`src/rtl/rc_tdc_pkg.sv`:
```
// rtl/rc_tdc_pkg.sv - shared state codes and default constants for the RC measurement path
package rc_tdc_pkg;

  typedef enum logic [2:0] {
    ST_IDLE    = 3'd0,
    ST_CLEAR   = 3'd1,
    ST_CHARGE  = 3'd2,
    ST_CALC    = 3'd3,
    ST_CONVERT = 3'd4,
    ST_PUBLISH = 3'd5,
    ST_SETTLE  = 3'd6
  } state_t;

  localparam int          CNT_W_DEF     = 24;
  localparam int          DIS_SHIFT_DEF = 2;
  localparam int          MIN_DIS_DEF   = 1024;
  localparam logic [23:0] TIMEOUT_DEF   = 24'hFFFFF0;

endpackage

```
`src/rtl/rc_sync2.sv`:
```
// rtl/rc_sync2.sv - two-flop synchronizer for a single asynchronous input
module rc_sync2 (
  input  logic clk,
  input  logic reset,
  input  logic d,
  output logic q
);

  logic meta;

  always_ff @(posedge clk) begin
    if (reset) begin
      meta <= 1'b0;
      q    <= 1'b0;
    end else begin
      meta <= d;
      q    <= meta;
    end
  end

endmodule

```
`src/rtl/rc_measure_sequencer.sv`:
```
// rtl/rc_measure_sequencer.sv - charge/capture/compute/publish/discharge sequencer for RC time measurement
module rc_measure_sequencer
  import rc_tdc_pkg::*;
#(
  parameter int               CNT_W     = CNT_W_DEF,
  parameter int               DIS_SHIFT = DIS_SHIFT_DEF,
  parameter int               MIN_DIS   = MIN_DIS_DEF,
  parameter logic [CNT_W-1:0] TIMEOUT   = CNT_W'(TIMEOUT_DEF)
) (
  input  logic             clk,
  input  logic             reset,
  input  logic             start,
  input  logic             continuous,
  input  logic             step_input,
  output logic             step_set,
  output logic             timer_clear,
  input  logic [CNT_W-1:0] timer_count,
  input  logic             timer_overflow,
  output logic             calc_start,
  output logic [CNT_W-1:0] calc_time,
  input  logic             calc_done,
  output logic             bcd_start,
  input  logic             bcd_dv,
  output logic             res_valid,
  input  logic             res_ready,
  output logic             res_err,
  output logic             busy,
  output logic [2:0]       state_o
);

  localparam int DW = CNT_W + DIS_SHIFT;

  state_t        state, state_next;
  logic          step_sync;
  logic [DW-1:0] dis_cnt;
  logic          start_pending;
  logic          capture, timeout_hit, calc_ok, settle_done, leave_to_clear;

  // Discharge wait scales with the measured charge time but never drops below MIN_DIS.
  function automatic logic [DW-1:0] dis_wait(input logic [CNT_W-1:0] t);
    logic [DW-1:0] w;
    w = DW'(t) << DIS_SHIFT;
    return (w > DW'(MIN_DIS)) ? w : DW'(MIN_DIS);
  endfunction

  rc_sync2 u_step_sync (
    .clk   (clk),
    .reset (reset),
    .d     (step_input),
    .q     (step_sync)
  );

  always_comb begin
    state_next     = state;
    capture        = 1'b0;
    timeout_hit    = 1'b0;
    calc_ok        = 1'b0;
    settle_done    = 1'b0;
    leave_to_clear = 1'b0;
    case (state)
      ST_IDLE: begin
        if (start || start_pending) begin
          state_next     = ST_CLEAR;
          leave_to_clear = 1'b1;
        end
      end
      ST_CLEAR: state_next = ST_CHARGE;
      ST_CHARGE: begin
        if (step_sync) begin
          capture    = 1'b1;
          state_next = ST_CALC;
        end else if (timer_overflow || (timer_count >= TIMEOUT)) begin
          timeout_hit = 1'b1;
          state_next  = ST_PUBLISH;
        end
      end
      ST_CALC: begin
        if (calc_done) begin
          calc_ok    = 1'b1;
          state_next = ST_CONVERT;
        end
      end
      ST_CONVERT: if (bcd_dv) state_next = ST_PUBLISH;
      ST_PUBLISH: if (res_ready) state_next = ST_SETTLE;
      ST_SETTLE: begin
        if (dis_cnt == '0) begin
          settle_done = 1'b1;
          if (continuous || start_pending) begin
            state_next     = ST_CLEAR;
            leave_to_clear = 1'b1;
          end else begin
            state_next = ST_IDLE;
          end
        end
      end
      default: state_next = ST_IDLE;
    endcase
  end

  always_ff @(posedge clk) begin
    if (reset) begin
      state         <= ST_IDLE;
      calc_time     <= '0;
      calc_start    <= 1'b0;
      bcd_start     <= 1'b0;
      res_err       <= 1'b0;
      dis_cnt       <= '0;
      start_pending <= 1'b0;
    end else begin
      state      <= state_next;
      calc_start <= capture;
      bcd_start  <= calc_ok;
      if (capture || timeout_hit) calc_time <= timer_count;
      // Counter runs regardless of state so settling overlaps computation and publishing.
      if (capture)                dis_cnt <= dis_wait(timer_count);
      else if (timeout_hit)       dis_cnt <= dis_wait(TIMEOUT);
      else if (dis_cnt != '0)     dis_cnt <= dis_cnt - 1'b1;
      if (timeout_hit)            res_err <= 1'b1;
      else if (settle_done)       res_err <= 1'b0;
      if (leave_to_clear)         start_pending <= 1'b0;
      else if (start && busy)     start_pending <= 1'b1;
    end
  end

  assign step_set    = (state == ST_CHARGE);
  assign timer_clear = (state == ST_CLEAR);
  assign res_valid   = (state == ST_PUBLISH);
  assign busy        = (state != ST_IDLE);
  assign state_o     = state;

endmodule

```
`config.mk`:
```
export PLATFORM = sky130hd
export DESIGN_NAME = rc_measure_sequencer
export DESIGN_NICKNAME = d
export VERILOG_FILES = /design/src/rtl/rc_tdc_pkg.sv /design/src/rtl/rc_sync2.sv /design/src/rtl/rc_measure_sequencer.sv
export SDC_FILE = /design/constraint.sdc
export NUM_CORES = 1
export LEC_CHECK = 0
export CAP_MARGIN = 0
export CORE_MARGIN = 3
export CORE_UTILIZATION = 45
export DETAILED_ROUTE_END_ITERATION = 16
export HOLD_SLACK_MARGIN = 0.08
export PLACE_DENSITY = 0.73
export SYNTH_ARGS = -nofsm -noshare
export SYNTH_HDL_FRONTEND = slang
export SYNTH_SLANG_ARGS = --single-unit
```
`constraint.sdc`:
```
create_clock -name clk -period 2.7 [get_ports clk]
set_clock_uncertainty 0.2 [all_clocks]
set_input_delay 0.675 -clock clk [delete_from_list [all_inputs] [get_ports clk]]
set_output_delay 0.675 -clock clk [all_outputs]
set_load 0.05 [all_outputs]
```
==> reports/results.txt <==
The worst voltage drop across the vdd grid is 0.569 mV, and the number of cells produced by synthesis is 322. Effective utilization at floorplan: 47.6%. Synthesis produced a netlist with a net count of 356.

The count of TritonRoute iterations in the first routing pass is 5, and the number of enable-type register cells in the synthesized netlist is 0. Timing analysis after detailed placement gives a worst setup slack of -0.0252 ns. The worst setup path is of the reg2out kind. The flow ran to the end, and the final reports show no timing, DRC or antenna violations. After clock tree synthesis, the flow added hold-fix buffers numbering 0. The post-layout net count is 451, and the die outline width is 86.3 um.

The region available for standard cell placement spans 0.00610 sq mm. Dividing the detail-routed wire length by the instance count gives 16.3 um. For the first-pass GRT wire length, the log shows 13.2 mm. In the final layout, the share of cells above drive strength 1 is 16.6%. For this block, the via count after detailed routing is 2779.

The run gives 1.76 ns as the arrival time of data at the critical path endpoint. After clock tree synthesis, the clock-pin slew on the worst setup and hold paths is 0.06 ns. For the placement-stage cell area, the log shows 0.00385 sq mm. After legalization and detailed placement, the total HPWL measured 6.02 mm.

The register area share after synthesis was 40.7%; the minimum period implied by the final worst setup slack was 2.64 ns. For this design the static power due to leakage is 1.67 nW. The run gives 0.18 ns as the reg2reg setup slack. The kind of cell with the highest combined delay on the critical path was buffers and inverters. The maximum frequency from static timing analysis is 379 MHz, and the count of distinct cell types in the synthesized netlist is 49. For this run, the leading register cell type out of synthesis is dfxtp_1.

The final antenna-violating net count is 0. In the routed layout, each cell is associated on average with a via count of 5.59. The cell chosen for the clock root is clkbuf_8. The number of buffers and inverters on the critical path came out at 1.

For this run, asynchronously set or reset flops after synthesis account for 0%. Counting every sink on the clock net gives 59. In this run the worst path has a maximum fanout of 12. The number of cells on the worst reg-to-reg path is 9. For the filler cell count in the final layout, the log shows 520. The power per cell area works out to 1010 mW/mm^2. Summed over all layers, the global routing overflow is 0. Once routing completed, OpenROAD measured the worst setup slack at 0.0639 ns. The tools report the via count of the first global-routing pass as 2646. The critical path launch point was state_o[1].

The post-synthesis area per instance came out at 9.01 sq um. Setup repair after global routing left no endpoint under its margin. The finished layout cell area came out at 0.00404 sq mm.

The tools report the beginning of the worst hold path as u_step_sync.meta. The global-route usage over all layers was 22.7%. The number of antenna diodes was 0; the critical path's largest stage delay was 0.88 ns. The logs give 0 for the number of max-capacitance violations reported and 66.3% for the fraction of the core area covered by cells at the end of the flow.

The routed design has 8.12 mm of wire. The logs give 0 for the final setup violation count and 0 for the number of hold violations in the final report. The worst hold path terminates at u_step_sync.q. In this run the critical register-to-register path is captured at state_o[0]. The run gives 3 as the total number of H-tree levels. Gates resized during post-CTS repair numbered 0.

The count of buffers added on input and output ports is 66. The floorplan has 28 rows. The cell area that synthesis handed to floorplanning was 0.00290 sq mm. From bottom edge to top edge, the die measures 86.3 um.

During synthesis, Yosys emitted a total of 0 warnings. For the pin with the worst max-slew slack, the measured transition is 0.516 ns. Synthesis inferred 59 register bits. The routability-driven placement congestion ratio is 0.883, and the maximum buffer depth of the clock tree is 2.

The I/O pin count came out at 67. At the later pin of the worst-skew pair, clock insertion delay measures 0.34 ns. The run gives 0 as the final count of pins violating max slew.

Relative to the synthesized area, the layout overhead comes to 39.2%. The tools report the critical path data required time as 1.82 ns. Entering global routing, the biggest net connects 22 pins. Summing all multi-input logic gate instances after layout gives 0.00161 sq mm. STA classifies the critical path endpoint as an output port. The critical path goes through clkdlybuf4s50_1. Kind of path behind the tightest hold check: reg2reg. Summing all flip-flop and latch instances after layout gives 0.00118 sq mm.

The tools report the kind of start point of the critical path as a register. Once the clock tree was built, the setup fixing pass inserted 0 buffers. Starting DRC count in detailed routing: 238.

In this run, CTS created clock tree buffers numbering 9. For this run, design rule violations remaining after detail routing come to 0. The total negative slack was 0 ns. For the number of antenna violations at the first check in global routing, the log shows 0. The number of cells on the worst hold path was 1.

The tools report the tightest slew margin relative to the limit as 65.2%. The cell with the largest stage delay on the worst path was clkdlybuf4s50_1. TritonCTS built the clock tree. The post-route fraction of the period consumed by the critical path works out to 97.6%. Reg-to-reg startpoint: dis_cnt[0].

The floorplan step defined a die boundary enclosing 0.00745 sq mm.
-- metal layers --
metal | up-vias | wire length (um) | track usage, %
met5 | - | 0 | 0
met4 | 0 | 114 | 8.50
met3 | 10 | 571 | 4.85
met2 | 105 | 3790 | 35.3
met1 | 1302 | 3650 | 31.1
li1 | 1362 | - | -
-- where the power goes --
part	internal [mW]	total, mW	switching [mW]
registers	1.09	1.32	0.228
logic	0.857	1.95	1.09
clock network	0.452	0.790	0.338
-- placed cells by master, fill, tap and decap left out, types with 5 or more instances in the layout --
| cell type | synthesis | final |
|---|---|---|
| a211oi_1 | 18 | 18 |
| a21oi_1 | 7 | 6 |
| buf_4 | 1 | 41 |
| clkbuf_8 | 0 | 10 |
| clkdlybuf4s50_1 | 0 | 62 |
| dfxtp_1 | 59 | 59 |
| inv_1 | 5 | 5 |
| mux2i_1 | 24 | 24 |
| nand2_1 | 13 | 13 |
| nand4_1 | 6 | 6 |
| nor2_1 | 60 | 60 |
| nor3_1 | 13 | 13 |
| nor4_1 | 13 | 13 |
| xnor2_1 | 17 | 17 |
-- cell usage after synthesis (all sizes together), types with 4 or more instances --
cell	number	area [sq um]
a21oi	7	35.0
mux2i	24	240
nor4	17	149
clkbuf	11	41.3
a32oi	4	35.0
nand2	13	48.8
buf	9	66.3
a211oi	19	148
xnor2	17	149
nor2b	5	33.8
or3	4	25.0
dfxtp	59	1180
inv	5	18.8
nor3	13	65.1
o21ai	4	20.0
nor3b	7	62.6
nor2	60	225
a311oi	5	50.0
nand4	7	50.1
-- worst max path at each step --
stage | slack [ns] | cells after the start | endpoint
after floorplan | 0.17 | 2 | timer_clear
after global placement | -0.02 | 7 | dis_cnt[5]
after detailed placement | -0.03 | 8 | dis_cnt[3]
after CTS | 0.06 | 1 | state_o[1]
after global routing | 0.003 | 1 | state_o[1]
final | 0.06 | 1 | state_o[1]
-- per-stage QoR --
stage | total power, mW | std cells | hold slack, ns
after detailed placement | 3.27 | 481 | 0.229
after global routing | 4.31 | 497 | 0.259
final | 4.06 | 497 | 0.240
after CTS | 4.07 | 497 | 0.243
after floorplan | 2.74 | 322 | 0.214
after global placement | 3.23 | 481 | 0.218
-- final cells by class --
class	count	share of cell area, %
clock inverters	2	0.867
inverters	5	0.465
clock buffers	14	3.78
flip-flops and latches	59	29.2
multi-input cells	238	39.9
well taps	75	2.32
repair buffers	104	23.5
-- kinds of logic (layout without fill, tap and decap cells) --
| group | after synthesis | in the layout | share of synthesized area (%) |
|---|---|---|---|
| multiplexers | 24 | 24 | 8.28 |
| XOR/XNOR | 20 | 20 | 6.04 |
| flip-flops | 59 | 59 | 40.7 |
| buffers and inverters | 25 | 125 | 4.36 |
| AO/OA/AOI/OAI | 48 | 48 | 12.6 |
| adder cells (fa/ha/maj) | 1 | 1 | 0.431 |
| AND/OR/NAND/NOR | 145 | 145 | 27.6 |
-- registers in the layout (all words and copies together), names as in the netlist --
signal	flops
bcd_start	1
calc_start	1
calc_time	24
dis_cnt	26
res_err	1
start_pending	1
state_o	3
u_step_sync.meta	1
u_step_sync.q	1
Note: power is estimated with default switching activity, not from simulation.
